==> src/rtl/jtgng_snd_pkg.sv <==
// Shared constants for the main/sound CPU glue: status register layout and
// parameter limits, plus a helper that packs the status byte.
// Purely combinational; no state, no flow control.
package jtgng_snd_pkg;

    localparam int PEND_LSB    = 0;
    localparam int REPLY_BIT   = 3;
    localparam int OVR_LSB     = 4;
    localparam int MAX_LATCHES = 4;
    localparam int MAX_WAITS   = 7;

    // Status byte: pending flags from bit 0 up, overrun flags from bit 4 up,
    // reply-pending at bit 3. With four latches pend[3] shares bit 3 with the
    // reply flag, so the two are ORed there.
    function automatic logic [7:0] pack_status(
        input logic [3:0] pend,
        input logic [3:0] ovr,
        input logic       reply_pend
    );
        logic [7:0] s;
        s                  = 8'h00;
        s[PEND_LSB +: 4]   = pend;
        s[OVR_LSB  +: 4]   = ovr;
        s[REPLY_BIT]       = s[REPLY_BIT] | reply_pend;
        return s;
    endfunction

endpackage

==> src/rtl/jtgng_snd_latch.sv <==
// One 8-bit mailbox: data register, pending flag and overrun flag.
// Latency: data and flags update one clk after the strobe.
// No backpressure: a write always lands; a write in the same clk as a read keeps pend set.
//
// Ports: clk, rst (sync, active high), wr (store din, set pend),
//        rd (clear pend), ovr_clr (clear ovr), din, dat, pend, ovr.
module jtgng_snd_latch
    import jtgng_snd_pkg::*;
(
    input  logic       clk,
    input  logic       rst,
    input  logic       wr,
    input  logic       rd,
    input  logic       ovr_clr,
    input  logic [7:0] din,
    output logic [7:0] dat,
    output logic       pend,
    output logic       ovr
);

    always_ff @(posedge clk) begin
        if (rst) begin
            dat  <= 8'h00;
            pend <= 1'b0;
            ovr  <= 1'b0;
        end else begin
            if (wr) begin
                dat  <= din;
                pend <= 1'b1;
            end else if (rd) begin
                pend <= 1'b0;
            end
            // Writing over an unread value flags an overrun; that beats a
            // simultaneous status-read clear so the loss is never hidden.
            if (wr && pend)
                ovr <= 1'b1;
            else if (ovr_clr)
                ovr <= 1'b0;
        end
    end

endmodule

==> src/rtl/jtgng_snd_glue.sv <==
// Main-CPU / Z80 sound-CPU glue: reset stretcher, command latches, IRQ, FM wait states, reply latch.
// Latency: latches/flags/int_n one clk after the strobe; snd_din and wait_n are combinational.
// No backpressure on the main side; the sound CPU is stalled only through wait_n on FM accesses.
//
// Ports: clk/rst (sync, active high), cen3/main_cen clock enables, sres_b sound reset from main,
//        main_dout/main_latch_cs main writes, main_reply/reply_pend/main_reply_rd reply path,
//        snd_int periodic IRQ, snd_rst_n, Z80 strobes iorq_n/rd_n/wr_n, decodes latch_rd/stat_rd/
//        reply_wr/fm_cs, snd_dout Z80 write data, snd_din read mux, int_n, wait_n.
// Build option: JTGNG_SNDGLUE_REPLY_EN implements the sound-to-main reply latch.
module jtgng_snd_glue
    import jtgng_snd_pkg::*;
#(
    parameter int LATCHES   = 1,
    parameter int RSTW      = 4,
    parameter int WAITS     = 2,
    parameter int LATCH_INT = 0
) (
    input  logic               clk,
    input  logic               rst,
    input  logic               cen3,
    input  logic               main_cen,
    input  logic               sres_b,
    input  logic [7:0]         main_dout,
    input  logic [LATCHES-1:0] main_latch_cs,
    output logic [7:0]         main_reply,
    output logic               reply_pend,
    input  logic               main_reply_rd,
    input  logic               snd_int,
    output logic               snd_rst_n,
    input  logic               iorq_n,
    input  logic               rd_n,
    input  logic               wr_n,
    input  logic [LATCHES-1:0] latch_rd,
    input  logic               stat_rd,
    input  logic               reply_wr,
    input  logic               fm_cs,
    input  logic [7:0]         snd_dout,
    output logic [7:0]         snd_din,
    output logic               int_n,
    output logic               wait_n
);

    // ---------------- local reset stretcher ----------------
    logic [RSTW-1:0] rst_cnt;

    always_ff @(posedge clk) begin
        if (rst || !sres_b) begin
            rst_cnt   <= '0;
            snd_rst_n <= 1'b0;
        end else begin
            if (rst_cnt != '1)
                rst_cnt <= rst_cnt + 1'b1;
            // Counter saturates, so release is sticky until the next reset.
            snd_rst_n <= &rst_cnt;
        end
    end

    // The raw reset terms are included so a sres_b drop clears the sound-side
    // state on the very next clk, not one clk later via snd_rst_n.
    logic blk_rst;
    assign blk_rst = rst | ~sres_b | ~snd_rst_n;

    // ---------------- main-to-sound latches ----------------
    logic             rd_cyc;
    logic [LATCHES-1:0] pend;
    logic [LATCHES-1:0] ovr;
    logic [7:0]       latch_dat [LATCHES];

    assign rd_cyc = cen3 & ~rd_n;

    genvar gi;
    generate
        for (gi = 0; gi < LATCHES; gi++) begin : g_latch
            jtgng_snd_latch u_latch (
                .clk     (clk),
                .rst     (blk_rst),
                .wr      (main_cen & main_latch_cs[gi]),
                .rd      (rd_cyc & latch_rd[gi]),
                .ovr_clr (rd_cyc & stat_rd),
                .din     (main_dout),
                .dat     (latch_dat[gi]),
                .pend    (pend[gi]),
                .ovr     (ovr[gi])
            );
        end
    endgenerate

    // ---------------- sound-to-main reply ----------------
`ifdef JTGNG_SNDGLUE_REPLY_EN
    logic reply_ovr_unused;

    jtgng_snd_latch u_reply (
        .clk     (clk),
        .rst     (blk_rst),
        .wr      (cen3 & ~wr_n & reply_wr),
        .rd      (main_cen & main_reply_rd),
        .ovr_clr (1'b0),
        .din     (snd_dout),
        .dat     (main_reply),
        .pend    (reply_pend),
        .ovr     (reply_ovr_unused)
    );
`else
    logic unused_reply;

    assign main_reply   = 8'h00;
    assign reply_pend   = 1'b0;
    assign unused_reply = &{1'b0, reply_wr, main_reply_rd, wr_n, snd_dout};
`endif

    // ---------------- sound data mux ----------------
    always_comb begin
        snd_din = 8'h00;
        if (|latch_rd) begin
            for (int i = 0; i < LATCHES; i++)
                if (latch_rd[i])
                    snd_din = snd_din | latch_dat[i];
        end else if (stat_rd) begin
            snd_din = pack_status(4'(pend), 4'(ovr), reply_pend);
        end
    end

    // ---------------- interrupt ----------------
    logic int_l;
    logic int_req;

    assign int_req = (cen3 & snd_int & ~int_l)
                   | ((LATCH_INT != 0) & main_cen & main_latch_cs[0]);

    always_ff @(posedge clk) begin
        if (blk_rst) begin
            int_n <= 1'b1;
            int_l <= 1'b0;
        end else begin
            if (cen3)
                int_l <= snd_int;
            if (cen3 && !iorq_n)
                int_n <= 1'b1;          // acknowledge beats a new request
            else if (int_req)
                int_n <= 1'b0;
        end
    end

    // ---------------- FM wait states ----------------
    // The first cen3 period of an access is covered combinationally by
    // fm_start; wcnt covers the remaining WAITS-1 periods.
    localparam logic [2:0] WLOAD = 3'(WAITS > 0 ? WAITS - 1 : 0);

    logic       fm_l;
    logic       fm_start;
    logic [2:0] wcnt;

    assign fm_start = fm_cs & ~fm_l;

    always_ff @(posedge clk) begin
        if (blk_rst) begin
            fm_l <= 1'b0;
            wcnt <= 3'd0;
        end else if (cen3) begin
            fm_l <= fm_cs;
            if (fm_start)
                wcnt <= WLOAD;
            else if (wcnt != 3'd0)
                wcnt <= wcnt - 1'b1;
        end
    end

    assign wait_n = (WAITS == 0) | ~snd_rst_n | (~fm_start & (wcnt == 3'd0));

endmodule

==> config.mk <==
export PLATFORM = sky130hd
export DESIGN_NAME = jtgng_snd_glue
export DESIGN_NICKNAME = d
export VERILOG_FILES = /design/src/rtl/jtgng_snd_pkg.sv /design/src/rtl/jtgng_snd_latch.sv /design/src/rtl/jtgng_snd_glue.sv
export SDC_FILE = /design/constraint.sdc
export NUM_CORES = 1
export LEC_CHECK = 0
export ABC_AREA = 1
export CAP_MARGIN = 20
export CORE_ASPECT_RATIO = 2
export CORE_MARGIN = 3
export CORE_UTILIZATION = 35
export CTS_CLUSTER_DIAMETER = 40
export DETAILED_ROUTE_END_ITERATION = 10
export GPL_ROUTABILITY_DRIVEN = 0
export PLACE_DENSITY = 0.71
export RECOVER_POWER = 100
export SYNTH_ARGS = -nofsm -noshare
export SYNTH_HDL_FRONTEND = slang
export SYNTH_SLANG_ARGS = --single-unit
==> constraint.sdc <==
create_clock -name clk -period 3.7 [get_ports clk]
set_clock_uncertainty 0.15 [all_clocks]
set_input_delay 0.37 -clock clk [delete_from_list [all_inputs] [get_ports clk]]
set_output_delay 0.37 -clock clk [all_outputs]
set_load 0.01 [all_outputs]
==> flow_summary.toml, run 1 <==
[outcome]
status = "complete, no violations"

[yosys]
ys_ff_latch = 21
synth_top_area_share_pct = 40.00
synth_cells = 142
synth_top_cell_by_area = "dfxtp_1"
syn_area_sq_mm = 0.001051
ys_types = 21
synthTopCellsByArea = "dfxtp_1 (40%), nand2_1 (15%), a21oi_2 (8.3%)"
ys_seq_area_share_pct = 40.00
ys_warn_count = 0
syn_area_per_cell_sq_um = 7.401

[setup_path]
crit_type = "in -> out"
r2r_slack_ps = 2290
worstPathMaxFanout = 10
worstPathRequired_ps = 3180
cp.arrival_ps = 1970
endpoint_kind = "primary output"
crit_path_start_kind = "primary input"

[sta]
whs_ps = 318.2
rsz0062_at_grt = "false"
fmax_ghz = 0.4021
worst_slack_ps = 1213
slew-limit-headroom_pct = 59.72
worst_pin_slew_ps = 602.8
setup_viol = 0
finalSetupTns_ps = 0
hold_viol = 0
period_needed_ps = 2487
timing.final.crit_share_pct = 67.21
slew_viol_final = 0

[finish]
syn2layout_area_growth_pct = 28.33
fin_util_pct = 48.10
drive_gt1_share_pct = 8.140
finalNonFillerCells = 201
design_area_sq_mm = 0.001349
nets = 207
diodes = 0

[detailed_routing]
postRouteAntennaNets = 0
dr.pass1.iters = 4
vias_per_cell = 4.597
vias = 924
drc = 0
drt-initial-drc-count = 18
wire_per_inst_microns = 10.85
wl_mm = 2.181

[clock_tree]
cts_tree = "yes"
numCtsBuffers = 3
cts.htree.levels = 1
cts_num_sinks = 21
postCtsSetupBuffers = 0
clk_pin_slew_ps = 70
ctsResizeCount = 0
cts_hold_buf = 0
clockBufferDepth = 2
clk_latency_ps = 260
clockRootBuffer = "clkbuf_8"

[placed_design]
pre_cts_slack_ps = 1383
port_buffers = 30
placed_cell_area_sq_mm = 0.001329
place_inst = 197
dp_hpwl_mm = 1.736

[global_routing]
antenna_found_initial = 0
grt_max_degree = 14
grt_pass1_vias = 915
grtUsageTotal_pct = 12.81
grt_pass1_wl_mm = 3.781
grt_overflow = 0

[floorplan]
coreArea_sq_mm = 0.002804
dieHeight_microns = 83.50
die-area_sq_mm = 0.003736
ios = 51
fp.dieW_microns = 44.75
start_util_pct = 37.48
rows = 27

[power_and_ir_drop]
p_per_area_mw_per_mm2 = 310.4
p_total_mw = 0.4187
leakagePower_nw = 0.5850
peakVddDrop_uv = 193.3

[hold_path]
min_path_type = "reg -> reg"

[flow_run]
maxCapViolCount = 0
cells by family after synthesis:
logic type | after synthesis | share of synthesized area [%]
simple gates | 58 | 23.93
fa+ha+maj | 3 | 3.572
other cells | 1 | 0.3568
flops | 21 | 40.00
compound gates | 25 | 15.83
buf+inv | 34 | 16.31
critical path: stages:
cell and delay [ps]:
dlygate4sd3_1 770, inv_1 110, nand3_1 80, nand2_1 40, dlygate4sd3_1 590
flip-flops by register name (all words and copies together), names as in the netlist:
signal / cells
int_n: 1
g_latch.u_latch.ovr: 1
int_l: 1
g_latch.u_latch.pend: 1
fm_l: 1
rst_cnt: 4
g_latch.u_latch.dat: 8
snd_rst_n: 1
wcnt: 3
placed cells by master (no fill, tap or decap), types with 2 or more instances in the layout:
cell,synthesis,layout
inv_1,21,21
o21ai_0,5,5
nor2_1,3,4
a21oi_2,10,7
a21oi_1,8,11
nand2_2,2,2
dfxtp_1,21,21
ha_1,3,3
dlygate4sd3_1,0,12
nand3_1,8,8
clkbuf_8,0,3
clkdlybuf4s50_1,0,18
nand2_1,41,42
conb_1,1,9
routing by layer:
| metal | GRT usage (%) | wire, microns |
|---|---|---|
| met5 | 0 | 0 |
| met4 | 6.593 | 21 |
| met3 | 0.6479 | 84 |
| met2 | 22.94 | 1225 |
| met1 | 14.08 | 849 |
final timing paths:
kind            start          to  cells past startpoint
max          latch_rd  snd_din[0]                      5
min              fm_l        fm_l                      2
max reg2reg   wcnt[0]     wcnt[1]                      7
min reg2reg      fm_l        fm_l                      2
where the power goes:
part	total, mW	internal [mW]	switching (mW)	leakage, nW
logic	0.0434	0.0217	0.0217	0.390
registers	0.228	0.227	0.000936	0.169
clock network	0.148	0.0749	0.0726	0.0255
cell type report:
type | instances | area [sq um]
Fill cell | 303 | 1455
Multi-Input combinational cell | 95 | 462.9
Sequential cell | 21 | 420.4
Timing Repair Buffer | 30 | 300.3
Inverter | 22 | 82.58
Clock buffer | 3 | 41.29
Tap cell | 29 | 36.28
Clock inverter | 1 | 5.005
cells in the mapped netlist, drive strengths merged:
cell    number
conb         1
nand3        8
buf         12
nand2       44
ha           3
nand4        1
inv         22
nor3         1
nor2         4
dfxtp       21
o21ai        5
a21oi       18
o211ai       1
a31oi        1
Power figures use the tool's default switching activity.
==> run 2: changes to the inputs <==
==> constraint.sdc (replaced) <==
create_clock -name clk -period 2.5 [get_ports clk]
set_clock_uncertainty 0.15 [all_clocks]
set_input_delay 0.25 -clock clk [delete_from_list [all_inputs] [get_ports clk]]
set_output_delay 0.25 -clock clk [all_outputs]
set_load 0.01 [all_outputs]
==> run 2 against run 1 <==
  * Final cell count did not move
  * Sequential share of layout area rose by 0.17 points
  * Via count up 2.7%
  * Sequential cell count unchanged
  * Combinational power rose by 46%
  * Worst setup slack lost 980 ps
  * Largest cell class unchanged
  * Highest routed layer unchanged
==> flow_summary.toml, run 2 (same netlist as run 1, synthesis figures left out) <==
[placed_design]
port_buffers = 30
dp_hpwl_mm = 1.762

[global_routing]
grt_max_degree = 14
grt_overflow = 0
grtUsageTotal_pct = 13.43
antenna_found_initial = 0
grt_pass1_wl_mm = 3.960
grt_pass1_vias = 984

[clock_tree]
clockRootBuffer = "clkbuf_8"
cts_num_sinks = 21
clockBufferDepth = 2
clk_pin_slew_ps = 80
cts.htree.levels = 1
cts_tree = "yes"
postCtsSetupBuffers = 0
ctsResizeCount = 0
clk_latency_ps = 260
numCtsBuffers = 3
cts_hold_buf = 0

[finish]
diodes = 0
nets = 207
mostFrequentLayoutCells = "nand2_1 (43), inv_1 (22), dfxtp_1 (21)"
final_common_cell = "nand2_1"
drive_gt1_share_pct = 5.814
seq_area_sq_um = 420.4
multiInputGateArea_sq_um = 452.9
fillers = 301
largest_reg_flops = 8
syn2layout_area_growth_pct = 27.62
top_register = "g_latch.u_latch.dat"
top_regs = "g_latch.u_latch.dat x8, rst_cnt x4, wcnt x3"

[hold_path]
worst_hold_path.endpoint = "g_latch[0].u_latch.dat[4]"
min_from = "g_latch[0].u_latch.dat[4]"
holdPathStages = 2
min_path_type = "reg -> reg"

[floorplan]
ios = 51
die-area_sq_mm = 0.003736
fp.dieW_microns = 44.75
coreArea_sq_mm = 0.002804
dieHeight_microns = 83.50
start_util_pct = 37.48
rows = 27

[detailed_routing]
vias_per_cell = 4.721
postRouteAntennaNets = 0
drt-initial-drc-count = 6
drc = 0
dr.pass1.iters = 4
wl_mm = 2.210
wire_per_inst_microns = 11.00
vias = 949

[power_and_ir_drop]
p_per_area_mw_per_mm2 = 465.3
leakagePower_nw = 0.5834
peakVddDrop_uv = 311.6

[setup_path]
worst_r2r_endpoint = "wcnt[2]"
r2r-start = "wcnt[0]"
r2r_slack_ps = 1090
crit_path_start_kind = "register"
cp.arrival_ps = 1870
worstPathRequired_ps = 2100
crit_type = "reg -> out"
r2r_cells = 8
worstPathMaxFanout = 6
endpoint_kind = "primary output"

[sta]
timing.final.crit_share_pct = 90.72
slew_viol_final = 0
worst_pin_slew_ps = 539.7
setup_viol = 0
rsz0062_at_grt = "false"
period_needed_ps = 2268
fmax_ghz = 0.4409
slew-limit-headroom_pct = 63.93
finalSetupTns_ps = 0
hold_viol = 0
whs_ps = 318.4

[flow_run]
maxCapViolCount = 0

[outcome]
status = "complete, no violations"
run 2: cell count changes in the layout (fill, tap and decap cells not counted):
cell,delta
clkinv_2,-1
clkdlybuf4s50_1,-2
dlygate4sd3_1,+2
a21oi_2,-2
nand2_1,+1
inv_1,+1
nand2_2,-1
a21oi_1,+2
inv_2,-1
clkinvlp_4,+1
run 2: worst max-delay path by stage:
stage,start,end,slack [ps],cells after the start
3_5_place_dp,latch_rd,snd_din[4],430,5
6_report,wcnt[0],wait_n,230,6
5_1_grt,latch_rd,snd_din[0],140,5
3_3_place_gp,latch_rd,snd_din[0],460,4
4_1_cts,wcnt[0],wait_n,340,6
2_1_floorplan,wcnt[0],wait_n,1170,5
run 2: routing by layer:
layer  global-route usage [%]  wire length (microns)  up-vias
met5                        0                      0        -
met4                    6.593                     50        0
met3                   0.6479                     87        5
met2                    24.51                   1253       22
met1                    14.46                    819      436
li1                         -                      -      486
run 2: power breakdown:
part           internal (mW)  switching [mW]  leakage, nW  total (mW)
Clock                  0.113           0.111       0.0217       0.224
Sequential             0.336         0.00137        0.169       0.337
Combinational         0.0312          0.0321        0.392      0.0633
Total                  0.479           0.145        0.583       0.624
run 2: final cells by class:
type / count / area share [%]
Multi-Input combinational cell: 95 / 33.77
Timing Repair Buffer: 30 / 22.39
Clock inverter: 1 / 0.5597
Tap cell: 29 / 2.705
Clock buffer: 3 / 3.078
Inverter: 22 / 6.157
Sequential cell: 21 / 31.34
run 2: stage by stage:
stage / area [sq um] / total power [mW] / worst slack, ps / std cells / utilization (%)
after floorplan: 1081 / 0.3859 / 1166 / 150 / -
after global placement: 1329 / 0.4094 / 455.8 / 197 / 47.39
after detailed placement: 1329 / 0.4125 / 425.3 / 197 / 47.39
after CTS: 1378 / 0.6357 / 343.4 / 201 / 49.13
after global routing: 1341 / 0.6510 / 136.1 / 201 / 47.84
final: 1341 / 0.6241 / 232.1 / 201 / 47.84
run 2: worst max-delay path, cell delays in order, from the launching register on:
cell           delay [ps]
dfxtp_1               360
inv_1                  50
ha_1                  190
ha_1                  200
nand2_2               130
nand2_1                60
dlygate4sd3_1         600
==> run 3: changes to the inputs <==
--- a/config.mk
+++ b/config.mk
@@ -13,8 +13,10 @@
 export CTS_CLUSTER_DIAMETER = 40
 export DETAILED_ROUTE_END_ITERATION = 10
 export GPL_ROUTABILITY_DRIVEN = 0
+export GPL_TIMING_DRIVEN = 0
 export PLACE_DENSITY = 0.71
 export RECOVER_POWER = 100
+export SKIP_LAST_GASP = 1
 export SYNTH_ARGS = -nofsm -noshare
 export SYNTH_HDL_FRONTEND = slang
 export SYNTH_SLANG_ARGS = --single-unit
==> run 3 against run 2 <==
  * Utilization up 3.3 points
  * Power rose by 1.5%
  * Register-to-register slack about the same
  * Combinational power is 20% higher
  * Sequential share of layout area shrank 2.0 points
  * Critical path depth did not move
  * Hold slack got worse by 22 ps
  * Wire length is 1.1% higher
  * Worst setup slack better by 8.9 ps
  * Critical endpoint unchanged
  * Largest cell class unchanged
  * Largest power group unchanged
==> flow_summary.toml, run 3 (same netlist as run 1, synthesis figures left out) <==
[floorplan]
coreArea_sq_mm = 0.002804
ios = 51
rows = 27
die-area_sq_mm = 0.003736
start_util_pct = 37.48
dieHeight_microns = 83.50
fp.dieW_microns = 44.75

[flow_run]
maxCapViolCount = 0

[setup_path]
cp.arrival_ps = 1860
worstPathRequired_ps = 2100
worst_r2r_endpoint = "wcnt[2]"
r2r_slack_ps = 1090
endpoint_kind = "primary output"
r2r_cells = 8
worstPathMaxFanout = 6
crit_path_start_kind = "register"
crit_type = "reg -> out"
r2r-start = "wcnt[0]"

[detailed_routing]
postRouteAntennaNets = 0
wl_mm = 2.234
wire_per_inst_microns = 10.54
vias_per_cell = 4.627
dr.pass1.iters = 5
drc = 0
drt-initial-drc-count = 14
vias = 981

[global_routing]
antenna_found_initial = 0
grt_pass1_wl_mm = 3.870
grtUsageTotal_pct = 13.46
grt_overflow = 0
grt_max_degree = 12
grt_pass1_vias = 975

[clock_tree]
cts_num_sinks = 21
ctsResizeCount = 0
clk_latency_ps = 260
cts_hold_buf = 0
cts.htree.levels = 1
clockRootBuffer = "clkbuf_8"
clk_pin_slew_ps = 70
cts_tree = "yes"
clockBufferDepth = 2
numCtsBuffers = 3
postCtsSetupBuffers = 0

[sta]
fmax_ghz = 0.4427
slew-limit-headroom_pct = 54.08
rsz0062_at_grt = "false"
slew_viol_final = 0
period_needed_ps = 2259
worst_pin_slew_ps = 688.8
setup_viol = 0
hold_viol = 0
finalSetupTns_ps = 0
timing.final.crit_share_pct = 90.36

[finish]
largest_reg_flops = 8
final_common_cell = "nand2_1"
diodes = 0
mostFrequentLayoutCells = "nand2_1 (41), inv_1 (22), dfxtp_1 (21)"
top_register = "g_latch.u_latch.dat"
nets = 218
fillers = 291
top_regs = "g_latch.u_latch.dat x8, rst_cnt x4, wcnt x3"
drive_gt1_share_pct = 14.21
syn2layout_area_growth_pct = 36.43

[power_and_ir_drop]
p_total_mw = 0.6338
peakVddDrop_uv = 354.2
p_per_area_mw_per_mm2 = 442.0
leakagePower_nw = 0.6543

[hold_path]
min_path_type = "in -> reg"
holdPathStages = 4
worst_hold_path.endpoint = "g_latch[0].u_latch.pend"
min_from = "latch_rd"

[placed_design]
dp_hpwl_mm = 1.799
port_buffers = 29

[outcome]
status = "complete, no violations"
run 3: cell types whose count changed in the layout (fill, tap and decap cells not counted), moves of 2 or more:
| cell | change |
|---|---|
| buf_2 | +2 |
| nand2_1 | -2 |
| a21oi_2 | +4 |
| buf_4 | +9 |
| dlygate4sd3_1 | -2 |
| clkbuf_1 | +2 |
| a21oi_1 | -4 |
run 3: how the worst max path moves through the flow:
stage,from,end,slack [ps],cells past startpoint
finish,wcnt[0],wait_n,240,6
global route,wcnt[0],wait_n,140,6
CTS,wcnt[0],wait_n,350,6
detailed placement,fm_cs,wait_n,540,5
global placement,fm_cs,wait_n,560,5
floorplan,wcnt[0],wait_n,1170,5
run 3: per-stage QoR:
stage | hold slack (ps) | instance area [sq um] | instances | utilization (%) | worst slack [ps]
floorplan | 179.3 | 1081 | 150 | - | 1166
finish | 296.3 | 1434 | 212 | 51.14 | 241.0
detailed placement | 311.9 | 1408 | 208 | 50.20 | 544.4
CTS | 305.0 | 1453 | 212 | 51.81 | 351.9
global placement | 300.1 | 1408 | 208 | 50.20 | 560.7
global route | 337.5 | 1434 | 212 | 51.14 | 143.2
run 3: final cells by class:
| type | instances | area, sq um | area share (%) |
|---|---|---|---|
| multi-input combinational | 95 | 478.0 | 33.33 |
| inverter | 22 | 82.58 | 5.759 |
| timing repair buffer | 29 | 290.3 | 20.24 |
| sequential | 21 | 420.4 | 29.32 |
| clock buffer | 4 | 45.04 | 3.141 |
| tap | 29 | 36.28 | 2.531 |
| buffer | 12 | 81.33 | 5.672 |
run 3: report_power, final:
| group | switching [mW] | internal (mW) |
|---|---|---|
| combinational | 0.0343 | 0.0413 |
| sequential | 0.00140 | 0.336 |
| clock | 0.107 | 0.114 |
run 3: per-layer routing:
layer	routed length [microns]	part of all wire, %	GRT usage, %
met1	829	37	13.89
met2	1247	56	23.98
met3	107	4.8	1.944
met4	50	2.2	7.418
met5	0	0	0
run 3: critical path: stages, from the launching register on:
cell,delay [ps]
dfxtp_1,360
inv_1,50
ha_1,190
ha_1,200
nand2_2,130
nand2_1,70
dlygate4sd3_1,600
